`src/rtl/ssd_pkg.sv`:
```
// Shared constants and hex-to-segment table for the seven-segment scan driver.
// All segment and anode values are active-low.
package ssd_pkg;

    localparam logic [6:0] SEG_BLANK = 7'h7F;
    localparam logic       ANODE_OFF = 1'b1;
    localparam logic       ANODE_ON  = 1'b0;

    // Index is the nibble value; bits are {a,b,c,d,e,f,g}.
    localparam logic [6:0] HEX_SEG [16] = '{
        7'b0000001, 7'b1001111, 7'b0010010, 7'b0000110,
        7'b1001100, 7'b0100100, 7'b0100000, 7'b0001111,
        7'b0000000, 7'b0000100, 7'b0001000, 7'b1100000,
        7'b0110001, 7'b1000010, 7'b0110000, 7'b0111000
    };

    function automatic logic [6:0] hex_to_seg(input logic [3:0] nib);
        return HEX_SEG[nib];
    endfunction

endpackage

```
`src/rtl/ssd_hex_decode.sv`:
```
// Combinational hex nibble to active-low abcdefg segment decoder.
// Uses the table in ssd_pkg.
import ssd_pkg::*;

module ssd_hex_decode (
    input  logic [3:0] i_nibble,
    output logic [6:0] o_seg
);

    assign o_seg = hex_to_seg(i_nibble);

endmodule

```
`src/rtl/ssd_scan_driver.sv`:
```
// Multiplexed seven-segment scan driver with per-frame input snapshot and dead time.
// Define SSD_BLINK_EN to build the per-digit blink feature.
import ssd_pkg::*;

module ssd_scan_driver #(
    parameter int NUM_DIGITS  = 8,
    parameter int SCAN_DIV_W  = 18,
    parameter int DEAD_CYCLES = 64,
    parameter int BLINK_LOG2  = 5
) (
    input  logic                    board_clk,
    input  logic                    Reset,
    input  logic [4*NUM_DIGITS-1:0] digits_in,
    input  logic [NUM_DIGITS-1:0]   dp_in,
    input  logic [NUM_DIGITS-1:0]   digit_en,
    input  logic [NUM_DIGITS-1:0]   blink_in,
    output logic [NUM_DIGITS-1:0]   an,
    output logic [6:0]              seg,
    output logic                    dp,
    output logic                    frame_tick
);

    localparam int IDX_W = $clog2(NUM_DIGITS);
    localparam logic [IDX_W-1:0] IDX_LAST = IDX_W'(NUM_DIGITS - 1);
    localparam logic [SCAN_DIV_W-1:0] DEAD_END = SCAN_DIV_W'(DEAD_CYCLES);

    logic [SCAN_DIV_W-1:0]   r_div_cnt;
    logic [IDX_W-1:0]        r_idx;
    logic [4*NUM_DIGITS-1:0] r_digits;
    logic [NUM_DIGITS-1:0]   r_dp;
    logic [NUM_DIGITS-1:0]   r_en;

    logic                    w_frame_start;
    logic                    w_blink_off;
    logic                    w_lit;
    logic [3:0]              w_nibble;
    logic [6:0]              w_dig_seg;
    logic [NUM_DIGITS-1:0]   w_an_next;

    assign w_frame_start = (r_div_cnt == '0) && (r_idx == '0);
    assign w_nibble      = r_digits[{r_idx, 2'b00} +: 4];

`ifdef SSD_BLINK_EN
    logic [BLINK_LOG2:0]   r_blink_cnt;
    logic [NUM_DIGITS-1:0] r_blink;

    always_ff @(posedge board_clk or posedge Reset) begin
        if (Reset) begin
            r_blink_cnt <= '0;
            r_blink     <= '0;
        end else if (w_frame_start) begin
            r_blink_cnt <= r_blink_cnt + 1'b1;
            r_blink     <= blink_in;
        end
    end

    assign w_blink_off = r_blink_cnt[BLINK_LOG2] & r_blink[r_idx];
`else
    wire w_unused_blink = ^{blink_in, BLINK_LOG2[0]};

    assign w_blink_off = 1'b0;
`endif

    assign w_lit = (r_div_cnt >= DEAD_END) & r_en[r_idx] & ~w_blink_off;

    ssd_hex_decode u_dec (
        .i_nibble (w_nibble),
        .o_seg    (w_dig_seg)
    );

    always_comb begin
        w_an_next = {NUM_DIGITS{ANODE_OFF}};
        if (w_lit) w_an_next[r_idx] = ANODE_ON;
    end

    // Snapshot loads only at frame start so a frame never mixes old and new values.
    always_ff @(posedge board_clk or posedge Reset) begin
        if (Reset) begin
            r_div_cnt  <= '0;
            r_idx      <= '0;
            r_digits   <= '0;
            r_dp       <= '0;
            r_en       <= '0;
            an         <= {NUM_DIGITS{ANODE_OFF}};
            seg        <= SEG_BLANK;
            dp         <= 1'b1;
            frame_tick <= 1'b0;
        end else begin
            r_div_cnt <= r_div_cnt + 1'b1;
            if (&r_div_cnt) begin
                r_idx <= (r_idx == IDX_LAST) ? '0 : r_idx + 1'b1;
            end
            if (w_frame_start) begin
                r_digits <= digits_in;
                r_dp     <= dp_in;
                r_en     <= digit_en;
            end
            frame_tick <= w_frame_start;
            an         <= w_an_next;
            seg        <= w_lit ? w_dig_seg : SEG_BLANK;
            dp         <= ~(w_lit & r_dp[r_idx]);
        end
    end

endmodule

```
`config.mk`:
```
export PLATFORM = sky130hd
export DESIGN_NAME = ssd_scan_driver
export DESIGN_NICKNAME = d
export VERILOG_FILES = /design/src/rtl/ssd_pkg.sv /design/src/rtl/ssd_hex_decode.sv /design/src/rtl/ssd_scan_driver.sv
export SDC_FILE = /design/constraint.sdc
export NUM_CORES = 1
export LEC_CHECK = 0
export ABC_AREA = 1
export BUFFER_PORTS_ARGS = -buffer_cell sky130_fd_sc_hd__buf_4
export CORE_ASPECT_RATIO = 1.5
export CORE_UTILIZATION = 56
export CTS_CLUSTER_DIAMETER = 60
export DETAILED_ROUTE_END_ITERATION = 8
export HOLD_SLACK_MARGIN = 0.15
export PLACE_DENSITY_LB_ADDON = 0.05
export SYNTH_ARGS = -nofsm -noshare
export SYNTH_HDL_FRONTEND = slang
export SYNTH_SLANG_ARGS = --single-unit
```
`constraint.sdc`:
```
create_clock -name board_clk -period 2.9 [get_ports board_clk]
set_input_delay 0.435 -clock board_clk [delete_from_list [all_inputs] [get_ports board_clk]]
set_output_delay 0.435 -clock board_clk [all_outputs]
set_load 0.01 [all_outputs]
```
* Word level (Yosys, flattened, before mapping)
Memories as Yosys holds them, arrays and structs flattened.
Cells that the tools add are included.
** Storage, ports and cells
- Flip-flop bits (word level) :: 86
- Bits in read-only memories :: 112
- Input port bits :: 58
- Output and inout bits :: 17
- Logic and storage cells :: 39
- Memories kept :: 1
** Memories
- (name not given) :: words 16, bits a word 7, read ports 1, clocked after Yosys merged registers in 0, write ports 0, RTL line ssd_pkg.sv:18 : return HEX_SEG[nib];
** Operators by class
- Add/sub/neg operators :: 2
- Order comparisons :: 4
- Eq/ne operators :: 1
- Shift operators :: 1
- Multiplexer cells :: 11
- Bitwise gates (word level) :: 5
- Reductions and logical operators :: 5
** Operators by type and width (number)
- $shiftx 32x6->4 :: 1
- $mux 7 :: 3
- $add 18x1->18 const B :: 1
- $ge 18x7->1 const B :: 1
- $logic_not 18->1 :: 1
- $reduce_and 18->1 :: 1
- $mux 8 :: 1
- $not 8->8 :: 1
- $bmux 1 s3 :: 2
- $ge 5x5->1 const B :: 1
- $not 4->5 :: 1
- $lt 3x4->1 const B :: 1
- $add 3x1->3 const B :: 1
- $demux 1 s3 :: 1
- $eq 3x3->1 const B :: 1
- $ge 3x1->1 const B :: 1
- $logic_not 3->1 :: 1
- $mux 1 :: 3
- $mux 3 :: 1
- $and 1x1->1 :: 2
- $logic_and 1x1->1 :: 2
- $not 1->1 :: 1

* Logic depth before layout (Yosys ltp)
- Depth in word-level cells :: 6
- Gate-level depth with buffers :: 15
- Depth with buffers taken out :: 14

* Cells and area by module
From an unflattened synthesis, not the netlist that was laid out.
** Second synthesis, totals
- Cell total of the unflattened synthesis :: 554
- Area total of the unflattened synthesis :: 4312.9 µm²
** Modules (own cells, without submodules)
- ssd_scan_driver :: times used 1, cells an instance 505, area an instance 4038.9 µm², seq. area each 2172.1 µm²
- ssd_hex_decode :: times used 1, cells an instance 49, area an instance 274.0 µm², seq. area each 0.0 µm²

* Worst setup path after synthesis
OpenSTA, ideal clock, no wires.
- Path type :: register -> register
- Start point :: reg r_idx[0]
- End point :: reg r_dp[4]
- Library setup time :: 116 ps
- Data arrival time :: 1689 ps
- Required time :: 2784 ps
- Setup slack :: 1094 ps
- Cell stages (with the launch flop) :: 12
- Path buffers :: 4
- Clock period less this slack :: 1806 ps
- Path through :: dfrtp_1 -> inv_1 -> buf_2 -> buf_2 -> ha_1 -> nand2_1 -> nor4_2 -> nand2_1 -> buf_6 -> buf_6 -> nand2_1 -> nand2_1
** Between the ends
- Longest elaborated chain between the ends :: 2
** Ends and longest elaborated chain
- from (decl) :: RTL line ssd_scan_driver.sv:28 : logic [IDX_W-1:0] r_idx;
- from (signal assigned) :: RTL line ssd_scan_driver.sv:91 : r_idx <= (r_idx == IDX_LAST) ? '0 : r_idx + 1'b1;
- $logic_not 3->1 :: RTL line ssd_scan_driver.sv:40 : assign w_frame_start = (r_div_cnt == '0) && (r_idx == '0);
- $logic_and 1x1->1 :: RTL line ssd_scan_driver.sv:40
- to (signal assigned) :: RTL line ssd_scan_driver.sv:95 : r_dp <= dp_in;
- to (decl) :: RTL line ssd_scan_driver.sv:30 : logic [NUM_DIGITS-1:0] r_dp;
Every way passes these cells.
A chain may end at the register's enable or synchronous reset.

* Worst setup path after layout
- Start point :: reg r_idx[0]
- End point :: reg r_digits[2]
** Between the ends
- Longest elaborated chain between the ends :: 2
** Ends and longest elaborated chain
- $logic_not 3->1 :: RTL line ssd_scan_driver.sv:40
- $logic_and 1x1->1 :: RTL line ssd_scan_driver.sv:40
- to (signal assigned) :: RTL line ssd_scan_driver.sv:94 : r_digits <= digits_in;
- to (decl) :: RTL line ssd_scan_driver.sv:29 : logic [4*NUM_DIGITS-1:0] r_digits;
Every way passes these cells.

==> impl_results.md <==
* Lkg Pwr at between 2 and 3 nW
* R2r worst-path depth at 9
* Critical path capture point type: flop
* Initial antenna violation count at 0
* Syn_nets at between 500 and 600
* Number of max-cap violations at 0
* Root buf cell: clkbuf_8
* Top-area cell type share of the netlist area at 41.0%
* Sw Pwr at 0.514 mW
* Std cell rows at 38
* Critical Path Start Type: flop
* Synth top area cells: dfrtp_1, nand2_1, dfstp_2
* Critical path class: flop to flop
* Routed Antenna Nets at 0
* Period utilization at approximately 77%
* Combinational share of power at under 10%
* Num CTS Buffers at 9
* CP Data Arrival Time at about 2.5 ns
* CP Max Fanout at 37
* Vias/cell at 4.94
* Final setup skew at between 0.003 and 0.004 ns
* Critical R2R Launch: r_idx[0]$_DFFE_PP0P_
* Total Routing Usage GR at 24.5%
* Async SR Flop Fraction at 100%
* Drc violations at 0
* Placer Congestion at 0.824
* Vias in the first global route at 3,289
* Share of layout cells above drive strength 1 at a little over a fifth
* Later-pin clock latency in the skew report at 0.36 ns
* Total Wirelength at 8650 um
* Status: complete, no violations
* Worst reg2reg setup slack at 0.65 ns
* CTS clk-pin slew, worst paths at approximately 0.08 ns
* Htree depth at 3
* Die area at 7990 um2
* Vias at 3,437
* Post-synth EDFFs at 0
* Drt pass-1 iters at 4
* Worst Hold Class: primary input to asynchronous set/reset pin
* Worst-Margin Slew at 0.692 ns
* Pwr Total at 2.31 mW
* Starting Density at 58.4%
* Register area share after synthesis at approximately half
* #FFs+latches synth at 86
* Drt first-iter violations at 160
* Max Freq at 0.445 GHz
* Postcts setup bufs at 0
* Avg WL per Cell at 12.4 um
* Fin. Hold Viols at 0
* Clock Power Share at 39.1%
* Pins Over Slew Limit at 0
* Slew Limit Headroom at 53.8%
* Largest net degree at the start of global routing at 42
* Antenna Cells at 0
* Die Ht at between 100 and 150 um
* Port-buffer cells at 66
* Cell taking the most area after synthesis: dfrtp_1
* Clk sinks at 86
* Cts hold-fix bufs at 0
* Fin nets at 660
* Synth Warn # at 0
* GR Overflow Total at 0
* Post-cts resize count at 0
* Setup TNS at 0 ns
* Area grow syn2layout at 17.4%
* Ports at 75
* Top FF cell, synth: dfrtp_1
* TritonCTS clock tree: done
* Hpwl dp at ~6100 um
* Synthesized cell area at 4270 um2
* Commonest cells post-synth: nand2_1, dfrtp_1, inv_1, nor2_1, nand3_1
* Sequential Power Share at between 50% and 60%
* Most common cell in the netlist: nand2_1
* Internal at 1.80 mW
* RSZ-0062 raised after global routing: no
* Syn_area_per_cell at between 8 and 9 um2
* Global-route wire length before repair at 14,500 um
* Worst path required time at ~3.2 ns
* R2R Path End: r_digits[2]$_DFFE_PP0P_
* Final core utilization at 68.5%
* Cells after synthesis at approximately 530
* Total core area at 7320 um2
* Min Tclk post-route at 2.25 ns
* Setup Viol. Count Final at 0
* Switching share of power at 22.2%
* Pwr/cell area at approximately 460 nW/um2
* VDD IR-drop max at 0.354 mV
* Die X at approximately 73 um
* Clock buffer depth at 2
* Netlist cell types at 31
-- sequential cells by signal (all words and copies together) (netlist names) --
name        cells
r_digits       32
dp              1
seg             7
r_idx           3
an              8
frame_tick      1
r_dp            8
r_div_cnt      18
r_en            8
-- cells by family (layout without fill, tap and decap cells) --
logic type	Yosys count	in the layout	share of synthesized area (%)
adder cells (fa/ha/maj)	11	11	3.22
XOR/XNOR	15	15	3.07
AO/OA/AOI/OAI	27	27	3.28
buffers and inverters	57	128	7.44
flip-flops	86	86	50.8
AND/OR/NAND/NOR	329	329	32.2
-- per-stage QoR --
stage / instances / hold slack, ns / area (um2) / setup slack, ns
after floorplan: 525 / 0.442 / 4270 / 0.270
after global placement: 680 / 0.460 / 4800 / 0.687
after detailed placement: 680 / 0.465 / 4800 / 0.672
after CTS: 696 / 0.168 / 5010 / 0.652
after global routing: 696 / 0.211 / 5010 / 0.379
final: 696 / 0.146 / 5010 / 0.653
-- layout by cell type, fill, tap and decap left out, drive strengths merged --
cell and count:
bufinv 1, ha 11, dfstp 16, xnor2 2, o211ai 1, and2 1
buf 74, nor4 2, nor3 7, o22ai 2, dfrtp 70, clkinv 4
nand2 259, nand4 3, inv 36, clkbuf 13, o21ai 21, nand3 24
a21oi 3, nor2 33, xor2 13
-- metal layers --
metal  vias up  track usage [%]  part of all wire [%]
met5         -                0                     0
met1      1628             28.4                    43
met3        13             5.18                   3.4
li1       1738                -                     -
met2        58             42.8                    52
met4         0             11.4                   2.5
-- how the worst max path moves through the flow --
stage / slack, ns / end / from
after CTS: 0.65 / r_dp[3]$_DFFE_PP0P_ / r_idx[0]$_DFFE_PP0P_
after detailed placement: 0.67 / r_dp[3]$_DFFE_PP0P_ / r_idx[0]$_DFFE_PP0P_
final: 0.65 / r_digits[2]$_DFFE_PP0P_ / r_idx[0]$_DFFE_PP0P_
after global routing: 0.38 / seg[3]$_DFF_PP1_ / r_idx[0]$_DFFE_PP0P_
after floorplan: 0.27 / frame_tick$_DFF_PP0_ / Reset
after global placement: 0.69 / seg[3]$_DFF_PP1_ / r_idx[0]$_DFFE_PP0P_
-- power groups by stage --
stage / sequential, mW / clock [mW] / combinational, mW
floorplan: 1.27 / 0 / 0.0875
global placement: 1.27 / 0 / 0.157
detailed placement: 1.27 / 0 / 0.161
CTS: 1.25 / 0.925 / 0.162
global route: 1.25 / 0.973 / 0.183
finish: 1.25 / 0.904 / 0.158
-- worst max-delay path, cell delays in order, from the launching register on --
cell and delay [ns]:
dfrtp_1 0.38, inv_1 0.50, ha_1 0.25, nand2_1 0.06, nor4_2 0.21, nand2_1 0.11
clkinv_2 0.26, buf_12 0.23, nand2_1 0.07, o21ai_0 0.08
-- layout make-up --
cell class	instances	area [um2]
inverter	38	148
clock buffer	13	179
clock inverter	3	40.0
fill	650	2310
multi-input combinational	382	1780
timing repair buffer	74	568
tap	100	125
sequential	86	2170
Note: power is estimated with default switching activity, not from simulation.
